**src/rtl/parc_core_scoreboard.sv**
```systemverilog
// Register scoreboard for the PARCv2 long-latency pipeline: tracks in-flight
// writers per register, drives D-stage bypass selects, RAW stall and stall counter.
module parc_core_scoreboard (
   input  logic        clk,
   input  logic        reset,
   input  logic        inst_val_Dhl,
   input  logic [4:0]  rs_Dhl,
   input  logic [4:0]  rt_Dhl,
   input  logic        rs_en_Dhl,
   input  logic        rt_en_Dhl,
   input  logic [4:0]  rd_Dhl,
   input  logic        wen_Dhl,
   input  logic [1:0]  fu_Dhl,
   input  logic        issue_Dhl,
   input  logic        advance_Xhl,
   input  logic        advance_Mhl,
   input  logic        advance_Whl,
   input  logic        muldivresp_val_Xhl,
   input  logic        dmemresp_val_Mhl,
   output logic [1:0]  op0_byp_mux_sel_Dhl,
   output logic [1:0]  op1_byp_mux_sel_Dhl,
   output logic        stall_hazard_Dhl,
   output logic [31:0] hazard_stall_count
);

   localparam logic [1:0] FU_ALU = 2'd0;
   localparam logic [1:0] FU_LD  = 2'd1;
   localparam logic [1:0] FU_MD  = 2'd2;

   // Stage codes double as the bypass select for that stage.
   localparam logic [1:0] STG_X  = 2'd1;
   localparam logic [1:0] STG_M  = 2'd2;
   localparam logic [1:0] STG_W  = 2'd3;

   logic [31:0] pending_q, pending_d;
   logic [31:0] ready_q,   ready_d;
   logic [1:0]  stage_q [32];
   logic [1:0]  stage_d [32];
   logic [1:0]  fu_q    [32];
   logic [1:0]  fu_d    [32];
   logic [31:0] count_q, count_d;

   logic [31:0] capture_w;
   logic [31:0] eff_ready_w;
   logic        rs_hit_w, rt_hit_w;
   logic        rs_unrdy_w, rt_unrdy_w;
   logic [1:0]  fu_issue_w;

   function automatic logic capture_term(input logic [1:0] stage,
                                         input logic [1:0] fu,
                                         input logic       md_val,
                                         input logic       ld_val);
      capture_term = ((stage == STG_X) && (fu == FU_MD) && md_val) ||
                     ((stage == STG_M) && (fu == FU_LD) && ld_val);
   endfunction

   // Illegal fu code 3 is folded into ALU at issue so nothing downstream sees it.
   assign fu_issue_w = (fu_Dhl == FU_LD || fu_Dhl == FU_MD) ? fu_Dhl : FU_ALU;

   always_comb begin
      for (int i = 0; i < 32; i++) begin
         capture_w[i]   = capture_term(stage_q[i], fu_q[i],
                                       muldivresp_val_Xhl, dmemresp_val_Mhl);
         eff_ready_w[i] = ready_q[i] | capture_w[i];
      end
   end

   always_comb begin
      pending_d = pending_q;
      ready_d   = ready_q;
      stage_d   = stage_q;
      fu_d      = fu_q;
      for (int i = 1; i < 32; i++) begin
         if (issue_Dhl && wen_Dhl && (rd_Dhl == 5'(i))) begin
            // Youngest producer replaces any older one, even one retiring now.
            pending_d[i] = 1'b1;
            stage_d[i]   = STG_X;
            fu_d[i]      = fu_issue_w;
            ready_d[i]   = (fu_issue_w == FU_ALU);
         end else if (pending_q[i]) begin
            if (capture_w[i])
               ready_d[i] = 1'b1;
            case (stage_q[i])
               STG_X:   if (advance_Xhl) stage_d[i] = STG_M;
               STG_M:   if (advance_Mhl) stage_d[i] = STG_W;
               STG_W:   if (advance_Whl) begin
                           pending_d[i] = 1'b0;
                           ready_d[i]   = 1'b0;
                        end
               default: ;
            endcase
         end
      end
   end

   always_comb begin
      rs_hit_w   = rs_en_Dhl && (rs_Dhl != 5'd0) && pending_q[rs_Dhl];
      rt_hit_w   = rt_en_Dhl && (rt_Dhl != 5'd0) && pending_q[rt_Dhl];
      rs_unrdy_w = rs_hit_w && !eff_ready_w[rs_Dhl];
      rt_unrdy_w = rt_hit_w && !eff_ready_w[rt_Dhl];

      op0_byp_mux_sel_Dhl = 2'b00;
      op1_byp_mux_sel_Dhl = 2'b00;
      if (rs_hit_w && eff_ready_w[rs_Dhl])
         op0_byp_mux_sel_Dhl = stage_q[rs_Dhl];
      if (rt_hit_w && eff_ready_w[rt_Dhl])
         op1_byp_mux_sel_Dhl = stage_q[rt_Dhl];

      stall_hazard_Dhl = inst_val_Dhl && (rs_unrdy_w || rt_unrdy_w);
   end

   always_comb begin
      count_d = count_q;
      if (inst_val_Dhl && stall_hazard_Dhl)
         count_d = count_q + 32'd1;
   end

   assign hazard_stall_count = count_q;

   // Control state is reset; stage/fu payload is qualified by pending and needs none.
   always_ff @(posedge clk) begin
      if (reset) begin
         pending_q <= '0;
         ready_q   <= '0;
         count_q   <= '0;
      end else begin
         pending_q <= pending_d;
         ready_q   <= ready_d;
         count_q   <= count_d;
      end
   end

   always_ff @(posedge clk) begin
      stage_q <= stage_d;
      fu_q    <= fu_d;
   end

endmodule

```
**config.mk**
```make
export PLATFORM = sky130hd
export DESIGN_NAME = parc_core_scoreboard
export DESIGN_NICKNAME = d
export VERILOG_FILES = /design/src/rtl/parc_core_scoreboard.sv
export SDC_FILE = /design/constraint.sdc
export NUM_CORES = 1
export LEC_CHECK = 0
export ABC_AREA = 0
export CAP_MARGIN = 15
export CORE_ASPECT_RATIO = 0.9
export CORE_MARGIN = 2
export CORE_UTILIZATION = 36
export DETAILED_ROUTE_END_ITERATION = 10
export SLEW_MARGIN = 25
export SYNTH_ARGS = -nofsm -noshare
export SYNTH_HDL_FRONTEND = slang
export SYNTH_SLANG_ARGS = --single-unit
```
**constraint.sdc**
```tcl
create_clock -name clk -period 6.35 [get_ports clk]
set_clock_uncertainty 0.15 [all_clocks]
set_input_delay 0.635 -clock clk [delete_from_list [all_inputs] [get_ports clk]]
set_output_delay 0.635 -clock clk [all_outputs]
set_load 0.005 [all_outputs]
```
==> results of run 1 <==
==> power by group <==
part,total (mW),switching (mW),internal (mW)
registers,1.44,0.00901,1.44
clock network,1.43,0.591,0.840
logic,0.209,0.146,0.0625
total,3.08,0.746,2.34
==> worst paths after layout <==
check	cells past startpoint	end	slack (ns)
max	9	op0_byp_mux_sel_Dhl[1]	1.18
min	2	hazard_stall_count[1]	0.38
max reg2reg	8	hazard_stall_count[28]	2.69
min reg2reg	2	hazard_stall_count[1]	0.38
==> critical path: cells and delay by family <==
family                 cells  cell delay, ns
buffers and inverters      3            1.69
AO/OA/AOI/OAI              3            1.10
AND/OR/NAND/NOR            3            0.95
==> kinds of logic (layout without fill, tap and decap cells) <==
logic type | count (synthesis) | count (layout) | share of synthesized area
AOI/OAI and AO/OA | 357 | 357 | 0.190
buffers and inverters | 127 | 149 | 0.0430
muxes | 107 | 107 | 0.145
and+or+nand+nor | 505 | 505 | 0.213
DFF | 218 | 218 | 0.406
adders and majority gates | 3 | 3 | 0.00306
==> per-stage QoR <==
stage,instances,power [mW],worst slack [ns]
after floorplan,1317,1.61,2.79
after global placement,1756,1.68,1.26
after detailed placement,1756,1.68,1.31
after CTS,1800,3.10,1.30
after global routing,1801,3.18,1.05
final,1801,3.08,1.18
==> cell type report <==
cell class | count | area (sq um) | share of cell area
clock buffers | 38 | 703 | 0.0503
clock inverters | 6 | 91.3 | 0.00654
inverters | 25 | 93.8 | 0.00672
multi-input cells | 972 | 6780 | 0.485
flip-flops and latches | 218 | 4980 | 0.357
well taps | 462 | 578 | 0.0414
repair buffers | 80 | 738 | 0.0528
==> metal layers <==
layer,up-vias,global-route usage
met5,-,0
met4,4,0.0669
li1,5010,-
met3,79,0.0419
met1,5336,0.309
met2,518,0.316
==> registers in the layout, indices dropped and copies added (netlist names) <==
| register | cells |
|---|---|
| ready_q | 31 |
| hazard_stall_count | 32 |
| fu_q | 62 |
| pending_q | 31 |
| stage_q | 62 |
==> synthesized netlist by cell type, types with 25 or more instances <==
master    number
clkbuf_1      67
nand2_1      120
nor2_1       172
a21oi_1      165
nor2b_1       36
nor4bb_1      58
mux4_2        53
mux2_1        25
a31oi_1       33
buf_2         26
edfxtp_1      62
nand3_1       43
o22ai_1       31
dfxtp_1      156
a221oi_1      26
==> placed cells by master, fill, tap and decap left out, types with 5 or more instances in the layout <==
master,count
clkbuf_1,9
nand4_1,23
dfxtp_1,156
a22oi_1,13
mux2_1,25
o21ai_0,10
inv_1,23
a21boi_0,12
a221oi_1,26
nand2b_1,6
nand2_1,120
and3_1,10
o22ai_1,31
nor4bb_1,58
nor2b_1,36
clkbuf_8,5
buf_2,6
clkdlybuf4s50_1,56
nor2_1,172
nand3_1,43
mux4_2,53
a21oi_1,165
mux2_2,9
o221a_2,14
mux2i_1,20
o22a_1,13
nor3_1,10
a31oi_1,33
edfxtp_1,62
buf_4,17
clkbuf_16,24
==> run_summary.xml, run 1 <==
<?xml version="1.0" encoding="UTF-8"?>
<metrics>
  <group name="run_status">
    <metric name="run_status" unit="">finished, final reports clean</metric>
  </group>
  <group name="job">
    <metric name="cap_viol_max_count" unit="">0</metric>
  </group>
  <group name="clocking">
    <metric name="clock-root-buffer" unit="">clkbuf_16</metric>
    <metric name="hold_fix_buffer_count_after_cts" unit="">0</metric>
    <metric name="clkSinkCount" unit="">218</metric>
    <metric name="insertion_delay" unit="ns">0.54</metric>
    <metric name="cts-resized-gates" unit="">0</metric>
    <metric name="cts_tree" unit="">yes</metric>
    <metric name="h-tree-depth" unit="">1</metric>
    <metric name="cts-buffers-inserted" unit="">24</metric>
    <metric name="cts-root-to-sink-buffers" unit="">3</metric>
    <metric name="cts_post_setup_buffers_inserted" unit="">0</metric>
    <metric name="clk_pin_slew" unit="ns">0.06</metric>
  </group>
  <group name="hold_path">
    <metric name="worst_hold_path_type" unit="">reg2reg</metric>
    <metric name="worst_hold_startpoint" unit="">hazard_stall_count[1]</metric>
  </group>
  <group name="critical_path">
    <metric name="worst-endpoint-required" unit="ns">5.56</metric>
    <metric name="timing.critical_path.slowest_cell_delay" unit="ns">0.86</metric>
    <metric name="crit_path_top_delay_cell" unit="">a2111oi_1</metric>
    <metric name="crit-reg2reg-launch" unit="">stage_q[26]</metric>
    <metric name="timing.critical_path.cells" unit="">buf_2 &gt; buf_4 &gt; a221oi_1 &gt; nor3_1 &gt; o41ai_2 &gt; a2111oi_1 &gt; nor2_1 &gt; nor4_1 &gt; clkdlybuf4s50_1</metric>
    <metric name="setup.worst_path.end_class" unit="">output pin</metric>
    <metric name="critPathKind" unit="">in2out</metric>
    <metric name="critPathLaunchType" unit="">primary input</metric>
    <metric name="worst-path-max-fanout" unit="">43</metric>
    <metric name="worstPathArrival" unit="ns">4.39</metric>
    <metric name="start_point_of_the_critical_path" unit="">muldivresp_val_Xhl</metric>
  </group>
  <group name="grt">
    <metric name="gr-total-overflow" unit="">0</metric>
    <metric name="wire_length_of_the_first_global_routing_pass" unit="um">59500</metric>
    <metric name="antenna_found_initial" unit="">2</metric>
    <metric name="first_global_vias" unit="">10100</metric>
    <metric name="grtUsageTotal" unit="">0.213</metric>
    <metric name="grt_max_degree" unit="">80</metric>
  </group>
  <group name="timing">
    <metric name="totalNegativeSetupSlack" unit="ns">0</metric>
    <metric name="grt_setup_unrepaired" unit="">false</metric>
    <metric name="max_freq" unit="MHz">193</metric>
    <metric name="period_needed" unit="ns">5.17</metric>
    <metric name="maxSlewHeadroom" unit="">0.346</metric>
    <metric name="worst_slew_pin_slew" unit="ns">0.979</metric>
    <metric name="report.final.hold_viol_count" unit="">0</metric>
    <metric name="slew_violations" unit="">0</metric>
    <metric name="share_of_the_clock_period_used_by_the_worst_path_after_layout" unit="">0.815</metric>
    <metric name="timing.final.setup_violations" unit="">0</metric>
    <metric name="whs" unit="ns">0.383</metric>
  </group>
  <group name="final_layout">
    <metric name="fin_util" unit="">0.413</metric>
    <metric name="layout-drive-gt1-share" unit="">0.110</metric>
    <metric name="n_antenna_cell" unit="">0</metric>
    <metric name="flow.area_growth_from_synthesis" unit="%">13.7</metric>
    <metric name="nNetsFinal" unit="">1353</metric>
    <metric name="final_design_area_no_fill" unit="sq um">14000</metric>
    <metric name="fillCellCount" unit="">3340</metric>
  </group>
  <group name="logic_synthesis">
    <metric name="synthesis.nets" unit="">1349</metric>
    <metric name="synth_async_sr_flop_share" unit="">0</metric>
    <metric name="syn-instance-count" unit="">1317</metric>
    <metric name="synth_ff_type" unit="">dfxtp_1</metric>
    <metric name="yosys.area.top_type" unit="">dfxtp_1</metric>
    <metric name="synth_area" unit="sq um">12300</metric>
    <metric name="synth_seq_area_share" unit="">0.406</metric>
    <metric name="synth_cell_types" unit="">72</metric>
    <metric name="synth.area.top_cells" unit="">dfxtp_1 25%, edfxtp_1 15%, mux4_2 9.7%</metric>
    <metric name="synthesis.yosys.warnings" unit="">0</metric>
    <metric name="postSynthRegisterBits" unit="">218</metric>
    <metric name="synth_enable_flop_cells" unit="">62</metric>
    <metric name="synth_top_area_share" unit="">0.254</metric>
    <metric name="synth_area_per_cell" unit="sq um">9.33</metric>
  </group>
  <group name="power">
    <metric name="power_per_cell_area" unit="nW/um^2">221</metric>
    <metric name="peakVddDrop" unit="mV">0.198</metric>
    <metric name="p_leak" unit="nW">4.33</metric>
  </group>
  <group name="floorplan">
    <metric name="dieWidth" unit="um">199</metric>
    <metric name="core_area" unit="sq um">33800</metric>
    <metric name="placementRows" unit="">64</metric>
    <metric name="floorplan.io_pins" unit="">66</metric>
    <metric name="die_y" unit="um">179</metric>
    <metric name="fp.dieArea" unit="sq um">35600</metric>
    <metric name="initial_core_utilization" unit="">0.364</metric>
  </group>
  <group name="placed_design">
    <metric name="gpl.final_weighted_congestion" unit="">0.951</metric>
    <metric name="io_buffer_count" unit="">65</metric>
    <metric name="placed_cell_area" unit="sq um">13100</metric>
    <metric name="detailedPlacementHpwl" unit="um">24700</metric>
  </group>
  <group name="route">
    <metric name="drt.antenna.violating_nets" unit="">0</metric>
    <metric name="routed.top_layer" unit="">met5</metric>
    <metric name="detailroute.wirelength.met2" unit="um">16300</metric>
    <metric name="vias" unit="">10900</metric>
    <metric name="routed-wl-met3" unit="um">3420</metric>
    <metric name="drc" unit="">0</metric>
    <metric name="dr.first_iter.drc_count" unit="">1227</metric>
    <metric name="route.detailed.vias_per_inst" unit="">6.08</metric>
    <metric name="detail_route.wl_per_cell" unit="um">21.1</metric>
    <metric name="drt_pre_antenna_iters" unit="">6</metric>
    <metric name="detail_route.wirelength.met1" unit="um">17200</metric>
    <metric name="drt_wl_total" unit="um">38000</metric>
  </group>
</metrics>
(Power assumes the default switching activity.)
==> run 2, diff against run 1 <==
- clock period: 6.35 -> 4.3 ns (I/O delays scaled with it)
==> run 2 against run 1 <==
Effect of this change:
- global-route usage down 0.28 points
- total power grew 51%
- routed wire length up 0.87%
- final cell count grew 1.4%
- clock power is 52% higher
- highest routed layer unchanged
- first-iteration DRC count down 20%
- critical path depth unchanged
- die area is the same
- setup slack lost 1.1 ns
- worst hold slack got worse by 0.12 ns
- combinational power increased by 61%
==> run_summary.xml, run 2 (synthesis results as in run 1) <==
<?xml version="1.0" encoding="UTF-8"?>
<metrics>
  <group name="run_status">
    <metric name="run_status" unit="">finished, final reports clean</metric>
  </group>
  <group name="placed_design">
    <metric name="post-place-cells" unit="">1780</metric>
    <metric name="gpl.final_weighted_congestion" unit="">0.958</metric>
    <metric name="io_buffer_count" unit="">65</metric>
    <metric name="detailedPlacementHpwl" unit="um">25500</metric>
    <metric name="worst_setup_timing_slack_at_the_placement_stage" unit="ns">0.246</metric>
  </group>
  <group name="grt">
    <metric name="wire_length_of_the_first_global_routing_pass" unit="um">58200</metric>
    <metric name="grtUsageTotal" unit="">0.210</metric>
    <metric name="gr-total-overflow" unit="">0</metric>
    <metric name="first_global_vias" unit="">10000</metric>
    <metric name="antenna_found_initial" unit="">3</metric>
    <metric name="grt_max_degree" unit="">98</metric>
  </group>
  <group name="route">
    <metric name="detail_route.wl_per_cell" unit="um">21.0</metric>
    <metric name="route.detailed.vias_per_inst" unit="">6.02</metric>
    <metric name="drt.antenna.violating_nets" unit="">0</metric>
    <metric name="drt_wl_total" unit="um">38300</metric>
    <metric name="drt_pre_antenna_iters" unit="">7</metric>
    <metric name="drc" unit="">0</metric>
    <metric name="dr.first_iter.drc_count" unit="">981</metric>
    <metric name="vias" unit="">11000</metric>
  </group>
  <group name="hold_path">
    <metric name="holdPathStages" unit="">2</metric>
    <metric name="worst_hold_startpoint" unit="">reset</metric>
    <metric name="worst_hold_path_type" unit="">in2reg</metric>
    <metric name="hold_end" unit="">ready_q[1]</metric>
  </group>
  <group name="power">
    <metric name="finalPower" unit="mW">4.66</metric>
    <metric name="power_per_cell_area" unit="nW/um^2">324</metric>
    <metric name="p_leak" unit="nW">4.50</metric>
    <metric name="peakVddDrop" unit="mV">0.285</metric>
  </group>
  <group name="final_layout">
    <metric name="mostFrequentLayoutCell" unit="">nor2_1</metric>
    <metric name="nNetsFinal" unit="">1376</metric>
    <metric name="final_cell_mix" unit="">172 x nor2_1, 165 x a21oi_1, 154 x dfxtp_1</metric>
    <metric name="layout-drive-gt1-share" unit="">0.146</metric>
    <metric name="flow.area_growth_from_synthesis" unit="%">17.0</metric>
    <metric name="final_cell_count_no_fill" unit="">1826</metric>
    <metric name="fillCellCount" unit="">3324</metric>
  </group>
  <group name="timing">
    <metric name="max_freq" unit="MHz">239</metric>
    <metric name="setup_slack" unit="ns">0.118</metric>
    <metric name="timing.final.setup_violations" unit="">0</metric>
    <metric name="maxSlewHeadroom" unit="">0.340</metric>
    <metric name="report.final.hold_viol_count" unit="">0</metric>
    <metric name="share_of_the_clock_period_used_by_the_worst_path_after_layout" unit="">0.973</metric>
    <metric name="slew_violations" unit="">0</metric>
    <metric name="grt_setup_unrepaired" unit="">false</metric>
    <metric name="period_needed" unit="ns">4.18</metric>
    <metric name="totalNegativeSetupSlack" unit="ns">0</metric>
    <metric name="worst_slew_pin_slew" unit="ns">0.991</metric>
  </group>
  <group name="floorplan">
    <metric name="floorplan.io_pins" unit="">66</metric>
    <metric name="core_area" unit="sq um">33800</metric>
    <metric name="placementRows" unit="">64</metric>
    <metric name="die_y" unit="um">179</metric>
    <metric name="dieWidth" unit="um">199</metric>
    <metric name="initial_core_utilization" unit="">0.364</metric>
    <metric name="fp.dieArea" unit="sq um">35600</metric>
  </group>
  <group name="clocking">
    <metric name="hold_fix_buffer_count_after_cts" unit="">0</metric>
    <metric name="h-tree-depth" unit="">1</metric>
    <metric name="clk_pin_slew" unit="ns">0.06</metric>
    <metric name="cts-root-to-sink-buffers" unit="">3</metric>
    <metric name="cts_tree" unit="">yes</metric>
    <metric name="clkSinkCount" unit="">218</metric>
    <metric name="cts_post_setup_buffers_inserted" unit="">0</metric>
    <metric name="insertion_delay" unit="ns">0.53</metric>
    <metric name="clock-root-buffer" unit="">clkbuf_16</metric>
    <metric name="cts-buffers-inserted" unit="">24</metric>
  </group>
  <group name="critical_path">
    <metric name="path_delay_family" unit="">compound AO/OA/AOI/OAI gates</metric>
    <metric name="crit_path_top_delay_cell" unit="">clkdlybuf4s50_1</metric>
    <metric name="critPathKind" unit="">reg2out</metric>
    <metric name="timing.critical_path.cells" unit="">nor4bb_2 &gt; a221oi_2 &gt; o32ai_1 &gt; a311oi_2 &gt; a2111oi_4 &gt; buf_4 &gt; or3_4 &gt; a21boi_2 &gt; clkdlybuf4s50_1</metric>
    <metric name="reg2regPathDepth" unit="">9</metric>
    <metric name="worst-path-max-fanout" unit="">8</metric>
    <metric name="worstPathArrival" unit="ns">3.60</metric>
    <metric name="timing.critical_path.slowest_cell_delay" unit="ns">0.55</metric>
    <metric name="setup.worst_path.end_class" unit="">output pin</metric>
    <metric name="critical_path_cell_count" unit="">9</metric>
    <metric name="worst-endpoint-required" unit="ns">3.72</metric>
    <metric name="number_of_buffers_and_inverters_on_the_critical_path" unit="">2</metric>
    <metric name="r2r_end" unit="">hazard_stall_count[26]</metric>
    <metric name="reg2reg_setup_slack" unit="ns">0.80</metric>
    <metric name="critPathLaunchType" unit="">register</metric>
    <metric name="crit-reg2reg-launch" unit="">stage_q[26]</metric>
  </group>
  <group name="job">
    <metric name="cap_viol_max_count" unit="">0</metric>
  </group>
</metrics>
[run 2: routing by layer]
metal  GRT usage  wire length, um
met1       0.300            17100
met2       0.325            17100
met3      0.0410             3240
met5           0               13
met4      0.0532              882
[run 2: how the worst max path moves through the flow]
stage                      from                      to  slack (ns)
floorplan             rt_Dhl[0]  op1_byp_mux_sel_Dhl[0]        1.15
global placement      rs_Dhl[2]  op0_byp_mux_sel_Dhl[0]        0.20
detailed placement    rs_Dhl[2]  op0_byp_mux_sel_Dhl[1]        0.25
CTS                     fu_q[9]        stall_hazard_Dhl        0.04
global route        stage_q[36]  op1_byp_mux_sel_Dhl[1]        0.01
finish              stage_q[26]        stall_hazard_Dhl        0.12
[run 2: layout make-up]
cell class | instances | area (sq um) | share of cell area
clock inverters | 13 | 144 | 0.0100
clock buffers | 31 | 688 | 0.0479
flip-flops and latches | 218 | 4990 | 0.347
repair buffers | 103 | 940 | 0.0654
multi-input cells | 972 | 6930 | 0.483
inverters | 25 | 93.8 | 0.00653
well taps | 462 | 578 | 0.0402
diodes | 2 | 5.00 | 0.000348
[run 2: where the power goes]
part	total [mW]	internal, mW	switching (mW)	leakage [nW]
Clock	2.18	1.31	0.878	0.411
Sequential	2.13	2.12	0.0133	1.75
Combinational	0.337	0.108	0.229	2.34
[run 2: timing repair]
item / in CTS / in global routing
endpoints found under the hold margin: 0 / 0
endpoints found under the setup margin: 2 / 3
resized for setup: 1 / 25
cloned: 0 / 0
[run 2: metrics by stage]
step	utilization	hold slack (ns)	instance area [sq um]
after floorplan	-	0.344	12300
after CTS	0.420	0.373	14200
after detailed placement	0.396	0.364	13400
final	0.425	0.263	14400
after global placement	0.396	0.365	13400
after global routing	0.425	0.300	14400
[run 2: worst register-to-register path, cell delays in order (launching register included)]
cell	delay, ns
dfxtp_1	0.39
nor4bb_2	0.22
a221oi_2	0.47
o32ai_1	0.19
a311oi_2	0.34
a2111oi_4	0.15
buf_4	0.16
or4_1	0.73
a21oi_1	0.26
mux2_1	0.33
==> run 3, diff against run 2 <==
- REMOVE_ABC_BUFFERS: not set -> 1
==> run 3 against run 2 <==
Effect of this change:
- clock power down 11%
- critical path type unchanged
- via count about the same
- maximum frequency fell by 1.4%
- largest power group is now sequential cells
- critical path depth did not move
- routed wire length shrank 0.30%
- setup slack got worse by 0.057 ns
- final cell count down 0.16%
==> run_summary.xml, run 3 (synthesis results as in run 1) <==
<?xml version="1.0" encoding="UTF-8"?>
<metrics>
  <group name="run_status">
    <metric name="run_status" unit="">finished, final reports clean</metric>
  </group>
  <group name="clocking">
    <metric name="cts_tree" unit="">yes</metric>
    <metric name="h-tree-depth" unit="">1</metric>
    <metric name="cts-resized-gates" unit="">5</metric>
    <metric name="hold_fix_buffer_count_after_cts" unit="">0</metric>
    <metric name="clock-root-buffer" unit="">clkbuf_16</metric>
    <metric name="cts-buffers-inserted" unit="">25</metric>
    <metric name="clkSinkCount" unit="">218</metric>
    <metric name="insertion_delay" unit="ns">0.53</metric>
    <metric name="clk_pin_slew" unit="ns">0.06</metric>
    <metric name="cts_post_setup_buffers_inserted" unit="">0</metric>
    <metric name="cts-root-to-sink-buffers" unit="">3</metric>
  </group>
  <group name="power">
    <metric name="p_leak" unit="nW">4.42</metric>
    <metric name="peakVddDrop" unit="mV">0.262</metric>
    <metric name="net-switching-power" unit="mW">1.09</metric>
    <metric name="sw_frac_of_total" unit="">0.247</metric>
    <metric name="clk_network_pwr_share" unit="">0.441</metric>
    <metric name="power_per_cell_area" unit="nW/um^2">310</metric>
    <metric name="power.combinational.fraction" unit="">0.074</metric>
    <metric name="power.sequential.fraction" unit="">0.484</metric>
    <metric name="internal_power" unit="mW">3.32</metric>
  </group>
  <group name="timing">
    <metric name="timing.final.setup_violations" unit="">0</metric>
    <metric name="worst_slew_pin_slew" unit="ns">1.03</metric>
    <metric name="max_freq" unit="MHz">236</metric>
    <metric name="period_needed" unit="ns">4.24</metric>
    <metric name="grt_setup_unrepaired" unit="">true</metric>
    <metric name="setup_slack" unit="ns">0.0606</metric>
    <metric name="share_of_the_clock_period_used_by_the_worst_path_after_layout" unit="">0.986</metric>
    <metric name="whs" unit="ns">0.268</metric>
    <metric name="slew_violations" unit="">0</metric>
    <metric name="maxSlewHeadroom" unit="">0.314</metric>
    <metric name="report.final.hold_viol_count" unit="">0</metric>
  </group>
  <group name="hold_path">
    <metric name="worst_hold_path_type" unit="">in2reg</metric>
    <metric name="worst_hold_startpoint" unit="">reset</metric>
    <metric name="hold_end" unit="">pending_q[21]</metric>
    <metric name="holdPathStages" unit="">2</metric>
  </group>
  <group name="route">
    <metric name="drt_wl_total" unit="um">38200</metric>
    <metric name="drc" unit="">0</metric>
    <metric name="dr.first_iter.drc_count" unit="">896</metric>
    <metric name="drt.antenna.violating_nets" unit="">0</metric>
    <metric name="route.detailed.vias_per_inst" unit="">6.03</metric>
    <metric name="vias" unit="">11000</metric>
    <metric name="drt_pre_antenna_iters" unit="">6</metric>
    <metric name="detail_route.wl_per_cell" unit="um">21.0</metric>
  </group>
  <group name="final_layout">
    <metric name="flow.area_growth_from_synthesis" unit="%">15.7</metric>
    <metric name="layout-drive-gt1-share" unit="">0.136</metric>
    <metric name="mostFrequentLayoutCell" unit="">nor2_1</metric>
    <metric name="final_cell_mix" unit="">172 x nor2_1, 165 x a21oi_1, 153 x dfxtp_1</metric>
    <metric name="nNetsFinal" unit="">1375</metric>
  </group>
  <group name="grt">
    <metric name="gr-total-overflow" unit="">0</metric>
    <metric name="grtUsageTotal" unit="">0.213</metric>
    <metric name="first_global_vias" unit="">10200</metric>
    <metric name="antenna_found_initial" unit="">1</metric>
    <metric name="wire_length_of_the_first_global_routing_pass" unit="um">59200</metric>
    <metric name="grt_max_degree" unit="">95</metric>
  </group>
  <group name="critical_path">
    <metric name="timing.critical_path.mode_cell" unit="">a21oi_1</metric>
    <metric name="setup.worst_path.end_class" unit="">output pin</metric>
    <metric name="timing.critical_path.cells" unit="">nor4bb_1 &gt; a221oi_1 &gt; buf_4 &gt; a22oi_1 &gt; a21oi_1 &gt; a211oi_2 &gt; a21oi_1 &gt; nor3_1 &gt; clkdlybuf4s50_1</metric>
    <metric name="path_delay_family" unit="">compound AO/OA/AOI/OAI gates</metric>
    <metric name="reg2reg_setup_slack" unit="ns">0.85</metric>
    <metric name="worst-path-max-fanout" unit="">9</metric>
    <metric name="r2r_end" unit="">hazard_stall_count[20]</metric>
    <metric name="number_of_buffers_and_inverters_on_the_critical_path" unit="">2</metric>
    <metric name="worstPathArrival" unit="ns">3.66</metric>
    <metric name="crit_path_top_delay_cell" unit="">clkdlybuf4s50_1</metric>
    <metric name="critPathLaunchType" unit="">register</metric>
    <metric name="timing.critical_path.slowest_cell_delay" unit="ns">0.60</metric>
    <metric name="reg2regPathDepth" unit="">9</metric>
    <metric name="worst-endpoint-required" unit="ns">3.72</metric>
    <metric name="crit-reg2reg-launch" unit="">stage_q[28]</metric>
    <metric name="critPathKind" unit="">reg2out</metric>
  </group>
  <group name="job">
    <metric name="cap_viol_max_count" unit="">0</metric>
  </group>
  <group name="floorplan">
    <metric name="placementRows" unit="">64</metric>
    <metric name="dieWidth" unit="um">199</metric>
    <metric name="initial_core_utilization" unit="">0.364</metric>
    <metric name="die_y" unit="um">179</metric>
    <metric name="fp.dieArea" unit="sq um">35600</metric>
    <metric name="core_area" unit="sq um">33800</metric>
    <metric name="floorplan.io_pins" unit="">66</metric>
  </group>
  <group name="placed_design">
    <metric name="detailedPlacementHpwl" unit="um">25400</metric>
    <metric name="gpl.final_weighted_congestion" unit="">0.960</metric>
    <metric name="io_buffer_count" unit="">65</metric>
    <metric name="worst_setup_timing_slack_at_the_placement_stage" unit="ns">0.187</metric>
  </group>
</metrics>
==> run 3: cell count changes in the layout (fill, tap and decap cells not counted), moves of 2 or more <==
cell,delta
a221oi_2,-4
nor4bb_4,+2
a221oi_1,+4
clkbuf_1,+2
bufinv_16,-3
nor4bb_2,-2
clkinv_1,+6
clkinv_2,-3
clkbuf_8,-2
==> run 3: worst max path at each step <==
stage	startpoint	to	depth (start not counted)
after floorplan	rt_Dhl[0]	stall_hazard_Dhl	7
after global placement	dmemresp_val_Mhl	op0_byp_mux_sel_Dhl[0]	9
after detailed placement	dmemresp_val_Mhl	op0_byp_mux_sel_Dhl[1]	9
after CTS	stage_q[39]	op1_byp_mux_sel_Dhl[1]	9
after global routing	stage_q[31]	op1_byp_mux_sel_Dhl[1]	8
final	stage_q[36]	op1_byp_mux_sel_Dhl[1]	9
==> run 3: power by group through the flow <==
| stage | sequential, mW | combinational [mW] | clock (mW) |
|---|---|---|---|
| after floorplan | 2.17 | 0.115 | 0 |
| after global placement | 2.18 | 0.316 | 0 |
| after detailed placement | 2.18 | 0.319 | 0 |
| after CTS | 2.13 | 0.321 | 2.00 |
| after global routing | 2.13 | 0.350 | 2.07 |
| final | 2.13 | 0.328 | 1.94 |
==> run 3: area by class of cell <==
cell class	count	area, sq um
clock inverters	13	62.6
diodes	1	2.50
clock buffers	31	668
fillers	3355	19600
repair buffers	101	921
multi-input cells	972	6900
inverters	25	93.8
well taps	462	578
flip-flops and latches	218	4990
==> run 3: per-layer routing <==
| metal | GRT usage | part of all wire | vias up |
|---|---|---|---|
| li1 | - | - | 5059 |
| met1 | 0.298 | 0.45 | 5401 |
| met2 | 0.345 | 0.45 | 471 |
| met3 | 0.0307 | 0.073 | 58 |
| met4 | 0.0588 | 0.024 | 0 |
| met5 | 0 | 0 | - |
==> run 3: per-stage QoR <==
step                      instances  area (sq um)  power, mW   util  setup TNS (ns)
after global placement         1777         13300       2.49  0.395               0
after global routing           1823         14200       4.56  0.421         -0.0485
after detailed placement       1777         13300       2.50  0.395               0
after CTS                      1821         14100       4.45  0.417               0
after floorplan                1215         11900       2.29      -               0
final                          1823         14200       4.41  0.421               0
